`src/rtl/dvi_pattern_gen.sv`:
```
`default_nettype none
// +---------------------------------------------------------------------------+
// | dvi_pattern_gen: DVI test-pattern source (gradient/bars/checker/solid)     |
// | with a zero-latency rdy handshake. Revision: 1.0                          |
// +---------------------------------------------------------------------------+
module dvi_pattern_gen #(
   parameter int H_ACTIVE   = 640,
   parameter int V_ACTIVE   = 480,
   parameter int H_REPEAT   = 2,
   parameter int CHECK_LOG2 = 5
) (
   input  logic        clk_pix,
   input  logic        rst_n_pix,
   input  logic        en,
   input  logic [1:0]  mode,
   input  logic [23:0] solid_rgb,
   input  logic        rgb_rdy,
   output logic [7:0]  r,
   output logic [7:0]  g,
   output logic [7:0]  b,
   output logic        sof,
   output logic        eol,
   output logic [7:0]  frame_ctr
);

   localparam int XW = $clog2(H_ACTIVE);
   localparam int YW = $clog2(V_ACTIVE);
   localparam logic [XW-1:0] X_LAST = XW'(H_ACTIVE - H_REPEAT);
   localparam logic [XW-1:0] X_STEP = XW'(H_REPEAT);
   localparam logic [YW-1:0] Y_LAST = YW'(V_ACTIVE - 1);
   localparam logic [XW-1:0] BAR_W  = XW'(H_ACTIVE / 8);

   logic [XW-1:0] x_pos_q, x_pos_d;
   logic [YW-1:0] y_q, y_d;
   logic [7:0]    frame_q, frame_d;
   logic [1:0]    mode_q, mode_d;
   logic [23:0]   rgb_q, rgb_d;

   function automatic logic [23:0] pattern(
      input logic [XW-1:0] x,
      input logic [YW-1:0] y,
      input logic [7:0]    f,
      input logic [1:0]    m,
      input logic [23:0]   solid
   );
      logic [7:0] rr;
      logic [7:0] gg;
      logic [7:0] bb;
      logic [2:0] bar;
      logic       white;
      rr    = 8'h00;
      gg    = 8'h00;
      bb    = 8'h00;
      bar   = 3'd0;
      white = 1'b0;
      case (m)
         2'd0: begin
            rr = 8'(x) + f;
            gg = 8'(y) + {f[6:0], 1'b0};
            bb = f;
         end
         2'd1: begin
            // bar index bits map directly onto the inverted colour channels
            bar = 3'(x / BAR_W);
            rr  = {8{~bar[1]}};
            gg  = {8{~bar[2]}};
            bb  = {8{~bar[0]}};
         end
         2'd2: begin
            white = x[CHECK_LOG2] ^ y[CHECK_LOG2] ^ f[5];
            rr    = {8{white}};
            gg    = {8{white}};
            bb    = {8{white}};
         end
         default: begin
            rr = solid[23:16];
            gg = solid[15:8];
            bb = solid[7:0];
         end
      endcase
      return {rr, gg, bb};
   endfunction

   always_comb begin
      x_pos_d = x_pos_q;
      y_d     = y_q;
      frame_d = frame_q;
      mode_d  = mode_q;
      if (!rst_n_pix) begin
         x_pos_d = '0;
         y_d     = '0;
         frame_d = '0;
         mode_d  = mode;
      end else if (!en) begin
         x_pos_d = '0;
         y_d     = '0;
         mode_d  = mode;
      end else if (rgb_rdy) begin
         if (x_pos_q == X_LAST) begin
            x_pos_d = '0;
            if (y_q == Y_LAST) begin
               y_d     = '0;
               frame_d = frame_q + 8'd1;
               mode_d  = mode;
            end else begin
               y_d = y_q + YW'(1);
            end
         end else begin
            x_pos_d = x_pos_q + X_STEP;
         end
      end
      // Colour is computed from the next counters so the registered pixel
      // always matches the counters it is presented with.
      rgb_d = pattern(x_pos_d, y_d, frame_d, mode_d, solid_rgb);
   end

   always_ff @(posedge clk_pix) begin
      x_pos_q <= x_pos_d;
      y_q     <= y_d;
      frame_q <= frame_d;
      mode_q  <= mode_d;
      rgb_q   <= rgb_d;
   end

   assign r         = rgb_q[23:16];
   assign g         = rgb_q[15:8];
   assign b         = rgb_q[7:0];
   assign sof       = (x_pos_q == '0) && (y_q == '0);
   assign eol       = (x_pos_q == X_LAST);
   assign frame_ctr = frame_q;

endmodule
`default_nettype wire

```
`config.mk`:
```
export PLATFORM = sky130hd
export DESIGN_NAME = dvi_pattern_gen
export DESIGN_NICKNAME = d
export VERILOG_FILES = /design/src/rtl/dvi_pattern_gen.sv
export SDC_FILE = /design/constraint.sdc
export NUM_CORES = 1
export LEC_CHECK = 0
export CORE_MARGIN = 3
export CORE_UTILIZATION = 48
export CTS_CLUSTER_DIAMETER = 60
export DETAILED_ROUTE_END_ITERATION = 7
export PLACE_DENSITY = 0.79
export SLEW_MARGIN = 15
export SYNTH_ARGS = -nofsm -noshare
export SYNTH_HDL_FRONTEND = slang
export SYNTH_SLANG_ARGS = --single-unit
```
`constraint.sdc`:
```
create_clock -name clk_pix -period 3.5 [get_ports clk_pix]
set_input_delay 0.7 -clock clk_pix [delete_from_list [all_inputs] [get_ports clk_pix]]
set_output_delay 0.7 -clock clk_pix [all_outputs]
set_load 0.01 [all_outputs]
```
Yosys cells after proc, flatten, opt, wreduce, memory -nomap -nowiden

Cells that the tools add are included.

Register bits: 53
Bits of input ports: 30
Output and inout port bits: 34
Logic and storage cells: 49

Add/subtract/negate cells: 5
Div/mod/pow operators: 1
Equal/unequal tests: 4
Multiplexer cells: 22
Bitwise gates (word level): 5
Reductions and logical operators: 6

Operators by type and width:

| operator                                                          | count |
|---|---|
| 8-bit 2-to-1 mux                                                  | 9 |
| 8-bit one-hot mux with 3 select lines                             | 3 |
| 10-bit 2-to-1 mux                                                 | 4 |
| 8-bit adder                                                       | 2 |
| 10-bit by 2-bit adder with 10-bit output, second input constant   | 1 |
| 10-bit by 7-bit divider with 10-bit output, second input constant | 1 |
| 10-bit == test, second input constant                             | 1 |
| 10-bit logical NOT                                                | 1 |
| 2-bit 2-to-1 mux                                                  | 5 |
| 9-bit by 1-bit adder with 9-bit output, second input constant     | 1 |
| 9-bit == test, second input constant                              | 1 |
| 9-bit logical NOT                                                 | 1 |
| 9-bit 2-to-1 mux                                                  | 1 |
| 8-bit by 1-bit adder with 8-bit output, second input constant     | 1 |
| 2-bit AND reduction                                               | 2 |
| 1-bit inverter                                                    | 3 |
| 2-bit by 1-bit == test with 1-bit output, second input constant   | 1 |
| 2-bit == test, second input constant                              | 1 |
| 2-bit logical NOT                                                 | 1 |
| 1-bit bitwise XOR                                                 | 2 |
| 1-bit logical AND                                                 | 1 |

Depth between registers and ports, before layout

Depth in word-level cells: 9
Gate-level depth with buffers: 18
Gate-level depth less buffers: 17

Worst setup path before layout

OpenSTA, ideal clock, no wires.

Path kind: input port to flip-flop
Start point: input rgb_rdy
End point: register rgb_q[23]
Setup time: 124 ps
Arrival: 3653 ps
Required time: 3376 ps
Setup slack: -277 ps
Cell stages on the path: 17
Buffers on the path: 2
Cells stage by stage: buf_2 and4_1 buf_4 nand3_4 nor2_1 mux2_2 nand2_1 inv_1 ha_1 a21o_1 a21oi_1 o21bai_1 a2111oi_0 or3_1 xnor2_1 o31ai_1 a21oi_1

Elaborated cells between the ends (all ways): 21
Those cells by class: add/sub (1); div (1); eq/ne (2); mux (13); bitwise (3); reduce/logical (1)

RTL lines:

| what                                  | line | RTL |
|---|---|---|
| start, declared                       | 17   | `input logic rgb_rdy,` |
| 8-bit 2-to-1 mux                      | 98   | `end else if (rgb_rdy) begin` |
| 8-bit 2-to-1 mux                      | 94   | `end else if (!en) begin` |
| 8-bit 2-to-1 mux                      | 89   | `if (!rst_n_pix) begin` |
| via frame_d[1]                        | 35   | `logic [7:0] frame_q, frame_d;` |
| 8-bit adder                           | 58   | `rr = 8'(x) + f;` |
| 8-bit one-hot mux with 3 select lines | 56   | `case (m)` |
| via rgb_d[23]                         | 37   | `logic [23:0] rgb_q, rgb_d;` |
| end signal, assigned                  | 122  | `rgb_q <= rgb_d;` |
| end, declared                         | 37   |  |

The timed path passes the listed nets, and every way through them passes these cells.
A chain may end at the register's enable or synchronous reset.

Worst setup path in the final report

Start point: register y_q[1]
End point: register rgb_q[23]

Elaborated cells between the ends (all ways): 24
Those cells by class: add/sub (2); eq/ne (3); mux (16); bitwise (2); reduce/logical (1)

RTL lines:

| what                                  | line | RTL |
|---|---|---|
| start, declared                       | 34   | `logic [YW-1:0] y_q, y_d;` |
| start signal, assigned                | 119  | `y_q <= y_d;` |
| 9-bit == test                         | 101  | `if (y_q == Y_LAST) begin` |
| 8-bit 2-to-1 mux                      | 101  |  |
| 8-bit 2-to-1 mux                      | 99   | `if (x_pos_q == X_LAST) begin` |
| 8-bit 2-to-1 mux                      | 98   |  |
| 8-bit 2-to-1 mux                      | 94   |  |
| 8-bit 2-to-1 mux                      | 89   |  |
| via frame_d[2]                        | 35   |  |
| 8-bit adder                           | 58   |  |
| 8-bit one-hot mux with 3 select lines | 56   |  |
| via rgb_d[23]                         | 37   |  |

The timed path passes the listed nets, and every way through them passes these cells.

==> results.txt <==
Clock transition at path regs: 0.09 ns
DR iter-0 viols: 156
Worst EP arrival: 3.48 ns
Unique masters post-synth: 70
Post-synth ARST share: 0
Finished Layout Cells: 595
starting density of the core: 0.513
Cells after Synth: 392
crit path capture type: register
synthesized area: 0.00337 mm²
Comb power frac: 0.199
Die Y: 89.8 µm
clock network power share: 0.319
outcome: finished clean
die area: 0.00806 mm²
Final Util: 0.702
Mapped Avg Cell Area: 8.60 µm²
Max Buffers Root-to-Sink: 2
Syn-to-layout area delta: 36.9%
Seq pwr share: 0.482
antenna cells: 0
Core Area: 0.00657 mm²
IO buf count: 63
vias per inst: 5.77
Layout fillers: 509
CP max FO: 5
critical path required time: 3.70 ns
P per Cell Area: 296 mW/mm²
Die X: 89.8 µm
Tot GR Track Use: 0.241
num ports: 64
Fin. Hold Viols: 0
Final nets: 550
EDFF count, synth: 0
synthesized flop and latch total: 53
Pleak: 1.92 nW
register area share after synthesis: 0.315
min Tclk post-route: 3.28 ns
Fin Clk Skew: 0.00822 ns
setup violators final: 0
Psw: 0.000339 W
initial antenna violation count: 0
Skew-Pair Late Insertion Delay: 0.31 ns
Post-synth top flop: dfxtp_1
fin crit share: 0.937
WHS: 0.510 ns
Worst Tran Pin Value: 0.552 ns
count of clock tree sinks: 53
Hold Crit Class: reg -> reg
num rows: 29
first-pass GRT wire length: 16200 µm
Critical Path Source Type: register
post-route ant nets: 0
number of global-route vias before repair: 3357
gpl congestion: 0.925
Worst Setup Path Type: reg -> reg
Placed Cells: 586
share of cells above drive strength 1: 0.195
Num CTS Buffers: 5
max cap viols: 0
Internal: 0.00103 W
wirelength, routed: 9770 µm
clock root buffer: clkbuf_8
DR WL/cell: 16.4 µm
switching share of total power: 0.248
pins over their slew limit: 0
Yosys warnings: 0
HPWL after detailed placement: 7720 µm
H-tree depth: 2
Remaining DRCs: 0
worst relative slew slack: 0.629
post-synth net total: 441
VDD IR max: 200 µV
GRT overflow: 0
DR pass1 iterations: 4
total number of vias: 3431
pin count of the biggest net entering global routing: 19
CTS tree: done
Fmax: 305 MHz
[power groups by stage]
stage                     Sequential (W)  Combinational [W]  Clock [W]
after CTS                       0.000659           0.000273   0.000442
after floorplan                 0.000693           0.000102          0
after global routing            0.000664           0.000293   0.000470
after global placement          0.000672           0.000268          0
final                           0.000659           0.000272   0.000436
after detailed placement        0.000673           0.000271          0
[layout by cell type, fill, tap and decap left out, drive strengths merged, types with 12 or more instances in the layout]
cell type	instances
a21oi	26
buf	55
clkdlybuf4s50	61
dfxtp	53
ha	17
inv	17
nand2	31
nor2	41
o21ai	27
xnor2	16
xor2	12
[worst paths after layout]
path / end / slack, ns / from / cells past startpoint
max: rgb_q[23] / 0.22 / y_q[1] / 16
max reg2reg: rgb_q[23] / 0.22 / y_q[1] / 16
min reg2reg: y_q[8] / 0.51 / y_q[8] / 2
min: y_q[8] / 0.51 / y_q[8] / 2
[kinds of logic after synthesis]
kind of cell | after synthesis | share of synthesized area
and+or+nand+nor | 148 | 0.235
AOI/OAI and AO/OA | 99 | 0.210
DFF | 53 | 0.315
buffers and inverters | 33 | 0.0464
xor gates and xnor gates | 28 | 0.0750
adders and majority gates | 20 | 0.0783
muxes | 11 | 0.0401
[what timing repair did]
item,CTS,global route
hold buffers,0,0
endpoints found under the setup margin,1,5
buffers inserted,0,1
pin swaps,0,5
resized for setup,1,11
hold endpoints to repair,0,0
[layout make-up]
type                    instances  area (µm²)  area share
multi-input cells             306        2200       0.477
flip-flops and latches         53        1060       0.230
repair buffers                118        1050       0.227
well taps                      93         116      0.0252
clock buffers                   6        82.6      0.0179
inverters                      17        63.8      0.0138
clock inverters                 2        37.5     0.00814
[cells in the mapped netlist, drive strengths merged, types with 2 or more instances]
master | number | share of area
nor2 | 41 | 0.046
nand2 | 31 | 0.037
xnor2 | 16 | 0.044
fa | 2 | 0.012
nand3 | 9 | 0.017
dfxtp | 53 | 0.31
and2 | 6 | 0.011
clkbuf | 5 | 0.0059
nor2b | 7 | 0.013
xor2 | 12 | 0.031
a21o | 4 | 0.0089
or3 | 4 | 0.0074
a21oi | 26 | 0.043
mux2i | 7 | 0.026
and3 | 6 | 0.011
o22ai | 3 | 0.0074
and4 | 7 | 0.019
o211ai | 6 | 0.019
a22oi | 2 | 0.0045
nand2b | 7 | 0.013
a31oi | 3 | 0.0056
o221a | 5 | 0.017
mux2 | 4 | 0.014
a211oi | 4 | 0.010
nor4 | 5 | 0.011
o21ai | 27 | 0.043
o21bai | 5 | 0.011
nand4 | 11 | 0.022
ha | 17 | 0.063
buf | 11 | 0.022
o31ai | 5 | 0.014
inv | 17 | 0.019
nor3 | 11 | 0.019
[flip-flops by register name, indices dropped and copies added (netlist names)]
name / count
frame_ctr: 8
mode_q: 2
rgb_q: 24
x_pos_q: 10
y_q: 9
[worst max-delay path, cell delays in order, from the launching register on]
cell and delay [ns]:
dfxtp_2 0.37, ha_2 0.21, and4_1 0.24, nand3_2 0.11, nor2_4 0.16, nand2_1 0.14
xor2_2 0.19, nor2_1 0.08, buf_4 0.14, ha_1 0.33, a21oi_2 0.07, o21bai_1 0.21
a2111oi_2 0.09, or3_1 0.39, xnor2_1 0.14, o31ai_1 0.24, a21oi_1 0.06
[layer usage]
layer / wire, µm / track usage / vias to the layer above / share of wire
li1: - / - / 1628 / -
met1: 4130 / 0.300 / 1662 / 0.42
met3: 445 / 0.0392 / 33 / 0.046
met4: 260 / 0.0894 / 0 / 0.027
met2: 4930 / 0.419 / 108 / 0.50
met5: 0 / 0 / - / 0
[per-stage QoR]
stage	worst slack, ns	TNS (ns)	instance area (µm²)	power [W]
after floorplan	0.0252	0	3390	0.000795
after global placement	-0.258	-1.02	4440	0.000940
after detailed placement	-0.335	-1.60	4440	0.000944
after CTS	0.0252	0	4570	0.00137
after global routing	-0.0189	-0.0189	4610	0.00143
final	0.222	0	4610	0.00137
Power figures use the tool's default switching activity.
